### src/rtl/fetch_pkg.sv
// fetch_pkg: shared types and constants for the instruction-fetch stage.
//   fetch_state_t : sequencer FSM encoding
//   INSTR_W / LANE_W / NUM_LANES : word and byte-lane geometry
//   PC_INC / LANE_ALL_VALID : PC step and the "every lane answered" mask
package fetch_pkg;

  typedef enum logic [1:0] {
    IDLE  = 2'd0,
    FETCH = 2'd1,
    WAIT  = 2'd2,
    VALID = 2'd3
  } fetch_state_t;

  localparam int INSTR_W   = 32;
  localparam int LANE_W    = 8;
  localparam int NUM_LANES = 4;
  localparam int PC_INC    = 4;

  localparam logic [NUM_LANES-1:0] LANE_ALL_VALID = 4'hF;

endpackage

### src/rtl/fetch_sequencer_if.sv
// fetch_sequencer_if: lane-memory read bus plus IF/ID output handshake.
//   mem_rd_en, mem_rd_addr          : read request to all four lane memories
//   mem_data_b3..b0, mem_valid      : per-lane response bytes and valids
//   out_valid, out_ready            : valid/ready handshake toward IF/ID
//   out_instr, out_pc               : assembled word and its byte address
// master = fetch sequencer side, slave = memories / IF/ID side.
interface fetch_sequencer_if #(
  parameter int ADDR_W = 11
);

  logic                                 mem_rd_en;
  logic [ADDR_W-3:0]                    mem_rd_addr;
  logic [fetch_pkg::LANE_W-1:0]         mem_data_b3;
  logic [fetch_pkg::LANE_W-1:0]         mem_data_b2;
  logic [fetch_pkg::LANE_W-1:0]         mem_data_b1;
  logic [fetch_pkg::LANE_W-1:0]         mem_data_b0;
  logic [fetch_pkg::NUM_LANES-1:0]      mem_valid;
  logic                                 out_valid;
  logic                                 out_ready;
  logic [fetch_pkg::INSTR_W-1:0]        out_instr;
  logic [ADDR_W-1:0]                    out_pc;

  modport master (
    output mem_rd_en, mem_rd_addr, out_valid, out_instr, out_pc,
    input  mem_data_b3, mem_data_b2, mem_data_b1, mem_data_b0, mem_valid, out_ready
  );

  modport slave (
    input  mem_rd_en, mem_rd_addr, out_valid, out_instr, out_pc,
    output mem_data_b3, mem_data_b2, mem_data_b1, mem_data_b0, mem_valid, out_ready
  );

endinterface

### src/rtl/fetch_lane_assembler.sv
// fetch_lane_assembler: registers the four lane bytes into one instruction
// word and flags non-uniform lane valids.
//   clk, rst_n         : clock, async active-low reset
//   capture            : load instr <= {b3,b2,b1,b0}
//   check              : response cycle; evaluate lane_valid uniformity
//   b3..b0, lane_valid : lane data and per-lane valid
//   all_valid          : every lane answered (combinational)
//   instr              : registered instruction word
//   lane_err           : sticky, set when some but not all lanes answered
module fetch_lane_assembler
  import fetch_pkg::*;
(
  input  logic                 clk,
  input  logic                 rst_n,
  input  logic                 capture,
  input  logic                 check,
  input  logic [LANE_W-1:0]    b3,
  input  logic [LANE_W-1:0]    b2,
  input  logic [LANE_W-1:0]    b1,
  input  logic [LANE_W-1:0]    b0,
  input  logic [NUM_LANES-1:0] lane_valid,
  output logic                 all_valid,
  output logic [INSTR_W-1:0]   instr,
  output logic                 lane_err
);

  logic non_uniform;

  assign all_valid   = (lane_valid == LANE_ALL_VALID);
  assign non_uniform = (lane_valid != '0) && !all_valid;

  always_ff @(posedge clk or negedge rst_n) begin
    if (!rst_n) begin
      instr    <= '0;
      lane_err <= 1'b0;
    end else begin
      if (capture)
        instr <= {b3, b2, b1, b0};
      // A lane fault is reported even if the data would be dropped anyway.
      if (check && non_uniform)
        lane_err <= 1'b1;
    end
  end

endmodule

### src/rtl/fetch_sequencer.sv
// fetch_sequencer: owns the PC, issues one read per word to the four lane
// memories, and hands assembled words to IF/ID over valid/ready.
//   clk, rst_n                 : clock, async active-low reset
//   en                         : fetch enable (parks in IDLE when low)
//   redirect_valid/redirect_pc : load new PC, squash in-flight fetch
//   bus (master)               : lane-memory request/response + IF/ID output
//   lane_err, align_err        : sticky error flags
//
// state | meaning
// IDLE  | parked, no request outstanding
// FETCH | mem_rd_en high, request for pc issued
// WAIT  | lane data visible, capture/discard decision
// VALID | word presented to IF/ID until accepted
module fetch_sequencer
  import fetch_pkg::*;
#(
  parameter int                ADDR_W   = 11,
  parameter logic [ADDR_W-1:0] RESET_PC = '0
) (
  input  logic               clk,
  input  logic               rst_n,
  input  logic               en,
  input  logic               redirect_valid,
  input  logic [ADDR_W-1:0]  redirect_pc,
  fetch_sequencer_if.master  bus,
  output logic               lane_err,
  output logic               align_err
);

  fetch_state_t      state_q, state_d;
  logic [ADDR_W-1:0] pc_q, pc_d;
  logic              drop_q, drop_d;
  logic              out_valid_d;
  logic              capture;
  logic              check;
  logic              align_set;
  logic              all_valid;

  fetch_lane_assembler u_asm (
    .clk        (clk),
    .rst_n      (rst_n),
    .capture    (capture),
    .check      (check),
    .b3         (bus.mem_data_b3),
    .b2         (bus.mem_data_b2),
    .b1         (bus.mem_data_b1),
    .b0         (bus.mem_data_b0),
    .lane_valid (bus.mem_valid),
    .all_valid  (all_valid),
    .instr      (bus.out_instr),
    .lane_err   (lane_err)
  );

  always_ff @(posedge clk or negedge rst_n) begin
    if (!rst_n) state_q <= IDLE;
    else        state_q <= state_d;
  end

  always_comb begin
    state_d = state_q;
    case (state_q)
      IDLE:  if (en && !redirect_valid) state_d = FETCH;
      FETCH: state_d = WAIT;
      WAIT:  state_d = (all_valid && !drop_q && !redirect_valid) ? VALID : FETCH;
      VALID: begin
        if (redirect_valid)     state_d = FETCH;
        else if (bus.out_ready) state_d = en ? FETCH : IDLE;
      end
      default: state_d = IDLE;
    endcase
  end

  always_comb begin
    pc_d        = pc_q;
    drop_d      = drop_q;
    out_valid_d = bus.out_valid;
    capture     = 1'b0;
    check       = (state_q == WAIT);
    align_set   = 1'b0;

    // Redirect wins over the sequential increment, even on a handshake.
    if (redirect_valid) begin
      pc_d      = {redirect_pc[ADDR_W-1:2], 2'b00};
      align_set = |redirect_pc[1:0];
    end else if (state_q == VALID && bus.out_ready) begin
      pc_d = pc_q + ADDR_W'(PC_INC);
    end

    case (state_q)
      FETCH: if (redirect_valid) drop_d = 1'b1;
      WAIT: begin
        // The squash only ever applies to the response of this one WAIT.
        drop_d  = 1'b0;
        capture = all_valid && !drop_q && !redirect_valid;
        if (capture) out_valid_d = 1'b1;
      end
      VALID: if (redirect_valid || bus.out_ready) out_valid_d = 1'b0;
      default: ;
    endcase
  end

  always_ff @(posedge clk or negedge rst_n) begin
    if (!rst_n) begin
      pc_q            <= RESET_PC;
      drop_q          <= 1'b0;
      bus.out_valid   <= 1'b0;
      bus.out_pc      <= '0;
      bus.mem_rd_en   <= 1'b0;
      bus.mem_rd_addr <= '0;
      align_err       <= 1'b0;
    end else begin
      pc_q          <= pc_d;
      drop_q        <= drop_d;
      bus.out_valid <= out_valid_d;
      bus.mem_rd_en <= (state_d == FETCH);
      if (capture)
        bus.out_pc <= pc_q;
      if (state_d == FETCH)
        bus.mem_rd_addr <= pc_d[ADDR_W-1:2];
      if (align_set)
        align_err <= 1'b1;
    end
  end

endmodule

### src/flat_wrapper.sv
// flat-port wrapper written by rule: the top's interface ports become plain ports
module fetch_sequencer_flat import fetch_pkg::*;
#(
  parameter int                ADDR_W   = 11,
  parameter logic [ADDR_W-1:0] RESET_PC = '0
)
  (clk, rst_n, en, redirect_valid, redirect_pc, lane_err, align_err, bus_mem_rd_en, bus_mem_rd_addr, bus_out_valid, bus_out_instr, bus_out_pc, bus_mem_data_b3, bus_mem_data_b2, bus_mem_data_b1, bus_mem_data_b0, bus_mem_valid, bus_out_ready);
  fetch_sequencer_if #(.ADDR_W(ADDR_W)) bus_i ();
  input  logic clk;
  input  logic rst_n;
  input  logic en;
  input  logic redirect_valid;
  input  logic [ADDR_W-1:0] redirect_pc;
  output logic lane_err;
  output logic align_err;
  output wire logic [$bits(bus_i.mem_rd_en)-1:0] bus_mem_rd_en;
  output wire logic [$bits(bus_i.mem_rd_addr)-1:0] bus_mem_rd_addr;
  output wire logic [$bits(bus_i.out_valid)-1:0] bus_out_valid;
  output wire logic [$bits(bus_i.out_instr)-1:0] bus_out_instr;
  output wire logic [$bits(bus_i.out_pc)-1:0] bus_out_pc;
  input wire logic [$bits(bus_i.mem_data_b3)-1:0] bus_mem_data_b3;
  input wire logic [$bits(bus_i.mem_data_b2)-1:0] bus_mem_data_b2;
  input wire logic [$bits(bus_i.mem_data_b1)-1:0] bus_mem_data_b1;
  input wire logic [$bits(bus_i.mem_data_b0)-1:0] bus_mem_data_b0;
  input wire logic [$bits(bus_i.mem_valid)-1:0] bus_mem_valid;
  input wire logic [$bits(bus_i.out_ready)-1:0] bus_out_ready;
  assign bus_mem_rd_en = bus_i.mem_rd_en;
  assign bus_mem_rd_addr = bus_i.mem_rd_addr;
  assign bus_out_valid = bus_i.out_valid;
  assign bus_out_instr = bus_i.out_instr;
  assign bus_out_pc = bus_i.out_pc;
  assign bus_i.mem_data_b3 = bus_mem_data_b3;
  assign bus_i.mem_data_b2 = bus_mem_data_b2;
  assign bus_i.mem_data_b1 = bus_mem_data_b1;
  assign bus_i.mem_data_b0 = bus_mem_data_b0;
  assign bus_i.mem_valid = bus_mem_valid;
  assign bus_i.out_ready = bus_out_ready;
  fetch_sequencer #(.ADDR_W(ADDR_W), .RESET_PC(RESET_PC)) u_core (.clk(clk), .rst_n(rst_n), .en(en), .redirect_valid(redirect_valid), .redirect_pc(redirect_pc), .bus(bus_i), .lane_err(lane_err), .align_err(align_err));
endmodule
### config.mk
export PLATFORM = sky130hd
export DESIGN_NAME = fetch_sequencer_flat
export DESIGN_NICKNAME = d
export VERILOG_FILES = /design/src/rtl/fetch_pkg.sv /design/src/rtl/fetch_sequencer_if.sv /design/src/rtl/fetch_lane_assembler.sv /design/src/rtl/fetch_sequencer.sv /design/src/flat_wrapper.sv
export SDC_FILE = /design/constraint.sdc
export NUM_CORES = 1
export LEC_CHECK = 0
export CAP_MARGIN = 20
export CORE_MARGIN = 2
export CORE_UTILIZATION = 43
export CTS_CLUSTER_DIAMETER = 150
export DETAILED_ROUTE_END_ITERATION = 10
export PLACE_DENSITY = 0.8
export SLEW_MARGIN = 20
export SYNTH_ARGS = -nofsm -noshare
export SYNTH_HDL_FRONTEND = slang
export SYNTH_SLANG_ARGS = --single-unit
### constraint.sdc
create_clock -name clk -period 2.05 [get_ports clk]
set_input_delay 0.205 -clock clk [delete_from_list [all_inputs] [get_ports clk]]
set_output_delay 0.205 -clock clk [all_outputs]
set_load 0.1 [all_outputs]
======== Word level (Yosys, flattened, before mapping) ========
Index checks and enable logic that the tools add are counted.
word-level totals
  flip-flop bits (word level) ............. 70
  bits of input ports ..................... 52
operators by class
  multiplexer cells ....................... 15
  equal/unequal tests ..................... 8
  reduce and logical (&&, ||, !) cells .... 18
  add/subtract/negate cells ............... 1
operators with widths
  kind                                                                    number
  11-bit 2-to-1 mux                                                       2
  11-bit by 3-bit adder with 11-bit output (second input constant)        1
  2-bit 2-to-1 mux                                                        4
  2-bit one-hot mux with 4 select lines                                   1
  1-bit logical AND                                                       6
  1-bit 2-to-1 mux                                                        6
  2-bit nonzero test                                                      3
  2-bit by 1-bit equality test with 1-bit output (second input constant)  2
  2-bit equality test (second input constant)                             2
  4-bit equality test (second input constant)                             1
  2-bit != test (second input constant)                                   2
  1-bit one-hot mux with 2 select lines                                   2
  4-bit nonzero test                                                      1
  1-bit logical NOT                                                       3
  3-bit AND reduction                                                     1
  2-bit logical NOT                                                       1
  2-bit by 1-bit != test with 1-bit output (second input constant)        1
  2-bit AND reduction                                                     1
  2-bit OR reduction                                                      1
  1-bit logical OR                                                        1

======== Longest topological paths before layout ========
  depth in word-level cells ............... 6
  gate-level depth with buffers ........... 6
  gate-level depth less buffers ........... 6

======== Modules after synthesis ========
Synthesis repeated with hierarchy kept, for this count alone.
unflattened totals
  cell total of the unflattened synthesis .. 197
  area, all modules ....................... 2901.5 µm²
by module, submodules not included
  module                cells each  instances  area each (µm²)
  fetch_sequencer       125         1          1506.4
  fetch_lane_assembler  72          1          1395.1

======== Worst setup path after synthesis ========
No wires, ideal clock.
  path type ............................... reg-to-reg
  start ................................... register u_core.pc_q[2]
  end ..................................... register u_core.bus.mem_rd_addr[8]
  arrival ................................. 1.570 ns
  path slack .............................. 0.351 ns
  required time ........................... 1.922 ns
  cell stages (with the launch flop) ...... 7
  buffers on the path ..................... 0
  clock period less this slack ............ 1.699 ns
  path through ............................ dfrtp_1 -> ha_1 -> nand4_1 -> nor4_1 -> xor2_1 -> mux2_2 -> mux2_1
between the ends
  longest elaborated chain between the ends .. 3
RTL lines
  element                                   RTL line                  RTL
  start: declaration                        fetch_sequencer.sv:31     logic [ADDR_W-1:0] pc_q, pc_d;
  start signal: assignment                  fetch_sequencer.sv:112    pc_q <= pc_d;
  11-bit by 3-bit adder with 11-bit output  fetch_sequencer.sv:86     pc_d = pc_q + ADDR_W'(PC_INC);
  11-bit 2-to-1 mux                         fetch_sequencer.sv:85     end else if (state_q == VALID && bus.out_ready) begin
  11-bit 2-to-1 mux                         fetch_sequencer.sv:82     if (redirect_valid) begin
  named net u_core.pc_d[10]                 fetch_sequencer.sv:31
  end signal: assignment                    fetch_sequencer.sv:119    bus.mem_rd_addr <= pc_d[ADDR_W-1:2];
  end: declaration                          fetch_sequencer_if.sv:24  output mem_rd_en, mem_rd_addr, out_valid, out_instr, out_pc,
The timed path passes the listed nets, and every way through them passes these cells. The select of a mux whose other input is x is not followed.
A chain may end at the register's enable or synchronous reset.

======== Worst setup path after layout ========
  start ................................... register u_core.state_q[0]
  end ..................................... register u_core.bus.mem_rd_addr[8]
between the ends
  longest elaborated chain between the ends .. 4
RTL lines
  element                                                                                     RTL line                                                             RTL
  start: declaration                                                                          fetch_sequencer.sv:30                                                fetch_state_t state_q, state_d;
  start signal: assignment                                                                    fetch_sequencer.sv:56                                                else state_q <= state_d;
  2-bit 2-to-1 mux / 2-bit equality test (equally long branches)                              fetch_sequencer.sv:67, fetch_sequencer.sv:61, fetch_sequencer.sv:85
  2-bit 2-to-1 mux / 1-bit logical AND (equally long branches)                                fetch_sequencer.sv:66, fetch_sequencer.sv:85
  2-bit one-hot mux with 4 select lines / 11-bit 2-to-1 mux (equally long branches)           fetch_sequencer.sv:61, fetch_sequencer.sv:85
  2-bit by 1-bit equality test with 1-bit output / 11-bit 2-to-1 mux (equally long branches)  fetch_sequencer.sv:118, fetch_sequencer.sv:82
Parallel ways exist; a longest one is shown, timed or not. The select of a mux whose other input is x is not followed.

==> flow_summary_export.csv <==
group,metric,value,unit
run_status,status,"finished clean",
floorplanning,die_x,82.8,µm
setup_path,crit_chain,"nand2b_1 -> nor4_4 -> a21oi_1 -> nand2_2 -> mux2_1",
setup_path,critical_path_arrival,1970,ps
setup_path,critPathLaunchType,"flip-flop",
route,routed_wl,5530,µm
cts,cts_made_buffers,9,
synth,synth-main-ff-cell,"dfrtp_1",
route,drt_iter0_markers,64,
timing,fmax,0.568,GHz
power,p_per_area,1340,mW/mm²
route,antenna_left,0,
synth,synthesis.area,0.00267,mm²
power,cellLeakagePower,1.94,nW
synth,synth-seq-area-share,0.619,
timing,relSlewSlack,0.469,
cts,cts.sinks,66,
setup_path,cp_num_buf_inv,0,
route,drt-pass1-iter-count,4,
route,drc,0,
setup_path,cp.required,2260,ps
setup_path,r2r_slack,290,ps
cts,postCtsSetupBuffers,0,
floorplanning,die_h,82.8,µm
timing,rsz0062_at_grt,"no",
cells_and_area,fill_cells,460,
synth,synth-seq-cells,66,
synth,syn_inst,189,
setup_path,critPathSlowestCell,"dfrtp_1",
floorplanning,ios,108,
setup_path,cp_slowest_stage_delay,470,ps
synth,synth.distinct_cells,29,
placed_design,hpwl,4090,µm
flow_run,maxCapViolCount,0,
route,wl_per_cell,14.3,µm
cells_and_area,area_growth,47.3,%
setup_path,reg2reg_from,"u_core.state_q[0]$_DFF_PN0_",
setup_path,r2r_cells,5,
timing,tightest_slew,796,ps
cts,clk_pin_slew,70,ps
floorplanning,start_util,0.448,
timing,finalMaxSlewViolations,0,
synth,syn_avg_cell_area,14.1,µm²
timing,hold_viol,0,
cts,root_buffer,"clkbuf_8",
floorplanning,core,0.00596,mm²
cts,cts_tree,"yes",
route,vias,1870,
grt,grt_pass1_vias,1886,
setup_path,r2r-end,"u_core.bus.mem_rd_addr[8]$_DFFE_PN0N_",
grt,grt_overflow,0,
timing,finalHoldWorstSlack,436,ps
timing,finClkSkew,6.65,ps
cells_and_area,final_net_count,359,
floorplanning,die_area,0.00686,mm²
timing,post-route-period-util,0.858,
setup_path,worstSetupEndpoint,"u_core.bus.mem_rd_addr[8]$_DFFE_PN0N_",
grt,grt_use_total,0.169,
timing,post-route-min-period,1760,ps
setup_path,startpoint,"u_core.state_q[0]$_DFF_PN0_",
cells_and_area,diodes,0,
timing,finalSetupViolCount,0,
synth,postSynth.asyncResetShare,1.00,
setup_path,setup.worst_path.class,"flip-flop to flip-flop",
grt,antenna_found_initial,0,
setup_path,path_delay_family,"simple AND/OR/NAND/NOR gates",
route,via_per_inst,4.84,
grt,grt_pass1_wl,9200,µm
cts,cts_buffer_depth,2,
floorplanning,rows,28,
setup_path,crit_fanout,10,
synth,synth_edf_count,0,
cts,insertion_delay,330,ps
power,ir_worst_vdd,0.000741,V
synth,synth_warnings,0,
setup_path,cp_num_cells,5,
min_path,hold_path_class,"input pin to flip-flop",
cells_and_area,drive_above_1_share,0.286,
cts,cts-htree-levels,3,
placed_design,place.gp.congestion,0.745,
setup_path,end_kind,"flip-flop",
power,finalPower,5.29,mW
placed_design,port_buffers,105,
grt,grt_max_degree,36,
-- synthesized netlist by cell type, drive strengths merged (3+ instances only) --
| master | instances | area [µm²] |
|---|---|---|
| nor4 | 4 | 46.3 |
| nand2 | 12 | 47.6 |
| nor2 | 5 | 18.8 |
| nand3 | 3 | 20.0 |
| mux2 | 53 | 597 |
| nand4 | 3 | 25.0 |
| xor2 | 4 | 35.0 |
| buf | 7 | 40.0 |
| xnor2 | 4 | 35.0 |
| dfrtp | 66 | 1650 |
| o21ai | 11 | 55.1 |
| inv | 4 | 15.0 |
-- how the worst min path moves through the flow --
stage               depth (start not counted)                                 end                from
floorplan                                   0        u_core.align_err$_DFFE_PN0P_               rst_n
global placement                            1  u_core.u_asm.instr[27]$_DFFE_PN0P_               rst_n
detailed placement                          1  u_core.u_asm.instr[26]$_DFFE_PN0P_               rst_n
CTS                                         3            u_core.pc_q[7]$_DFF_PN0_      redirect_pc[7]
global route                                2  u_core.u_asm.instr[30]$_DFFE_PN0P_  bus_mem_data_b3[6]
finish                                      3            u_core.pc_q[7]$_DFF_PN0_      redirect_pc[7]
-- cell families (layout without fill, tap and decap cells) --
| group | count (synthesis) | after routing | share of synthesized area |
|---|---|---|---|
| other cells | 1 | 2 | 0.00140 |
| simple gates | 30 | 30 | 0.0656 |
| compound gates | 16 | 16 | 0.0328 |
| flops | 66 | 66 | 0.619 |
| mux | 54 | 54 | 0.227 |
| fa+ha+maj | 1 | 1 | 0.00469 |
| xor+xnor | 8 | 8 | 0.0262 |
| buf+inv | 13 | 134 | 0.0234 |
-- per-stage QoR --
stage | setup slack, ps | util | area (µm²) | setup TNS [ps] | std cells
final | 290 | 0.660 | 3930 | 0 | 386
after global routing | 136 | 0.660 | 3930 | 0 | 386
after CTS | 251 | 0.660 | 3930 | 0 | 386
after detailed placement | -39.3 | 0.622 | 3700 | -194 | 369
after global placement | 14.0 | 0.622 | 3700 | 0 | 369
after floorplan | 351 | - | 2670 | 0 | 190
-- cell usage in the layout, fill, tap and decap left out --
cell             netlist  final
dfrtp_1               66     66
buf_4                  2     61
clkdlybuf4s50_1        0     50
mux2_1                47     47
nand2_1               11     11
o21ai_0               10     10
clkbuf_8               0     10
mux2_2                 6      6
nor2_1                 5      5
inv_1                  4      4
xnor2_1                4      4
xor2_1                 4      4
nand4_1                2      2
nand2b_1               2      2
a21oi_1                2      2
nand3_1                2      2
nor4_1                 2      2
a21o_1                 2      2
conb_1                 1      2
bufinv_16              0      2
clkinv_2               0      2
nor4_4                 1      1
nand4_2                1      1
nand3_2                1      1
nor4_2                 1      1
nor3_1                 1      1
o21ai_1                1      1
mux2i_1                1      1
nand2_2                1      1
o211ai_1               1      1
ha_1                   1      1
clkinvlp_4             0      1
clkbuf_1               2      1
dlygate4sd3_1          0      1
buf_2                  5      1
buf_12                 0      1
-- worst min-delay path, cell delays in order --
cell	delay (ps)
clkdlybuf4s50_1	390
nand2_1	60
o21ai_1	70
-- report_power, final --
part | internal [mW] | switching, mW | leakage (nW)
Clock | 0.714 | 0.462 | 0.109
Combinational | 0.521 | 1.90 | 0.973
Sequential | 1.55 | 0.148 | 0.853
-- sequential cells by signal (all words and copies together) (netlist names) --
name / flops
u_core.state_q: 2
u_core.drop_q: 1
u_core.pc_q: 9
u_core.bus.mem_rd_addr: 9
u_core.u_asm.instr: 32
u_core.bus.mem_rd_en: 1
u_core.u_asm.lane_err: 1
u_core.bus.out_pc: 9
u_core.bus.out_valid: 1
u_core.align_err: 1
-- what timing repair did --
action / in CTS / in global routing
resized for setup: 0 / 0
hold buffers: 1 / 0
endpoints found under the hold margin: 24 / 0
-- layout make-up --
type / instances / area [µm²] / area share
Clock buffer: 11 / 141 / 0.0360
Clock inverter: 5 / 77.6 / 0.0197
Inverter: 4 / 15.0 / 0.00382
Multi-Input combinational cell: 111 / 960 / 0.244
Sequential cell: 66 / 1650 / 0.420
Tap cell: 75 / 93.8 / 0.0239
Timing Repair Buffer: 114 / 993 / 0.253
-- layer usage --
metal	track usage	wire (µm)
met5	0	0
met4	0.0760	111
met3	0.0507	359
met2	0.273	2700
met1	0.211	2360
Power figures use the tool's default switching activity.
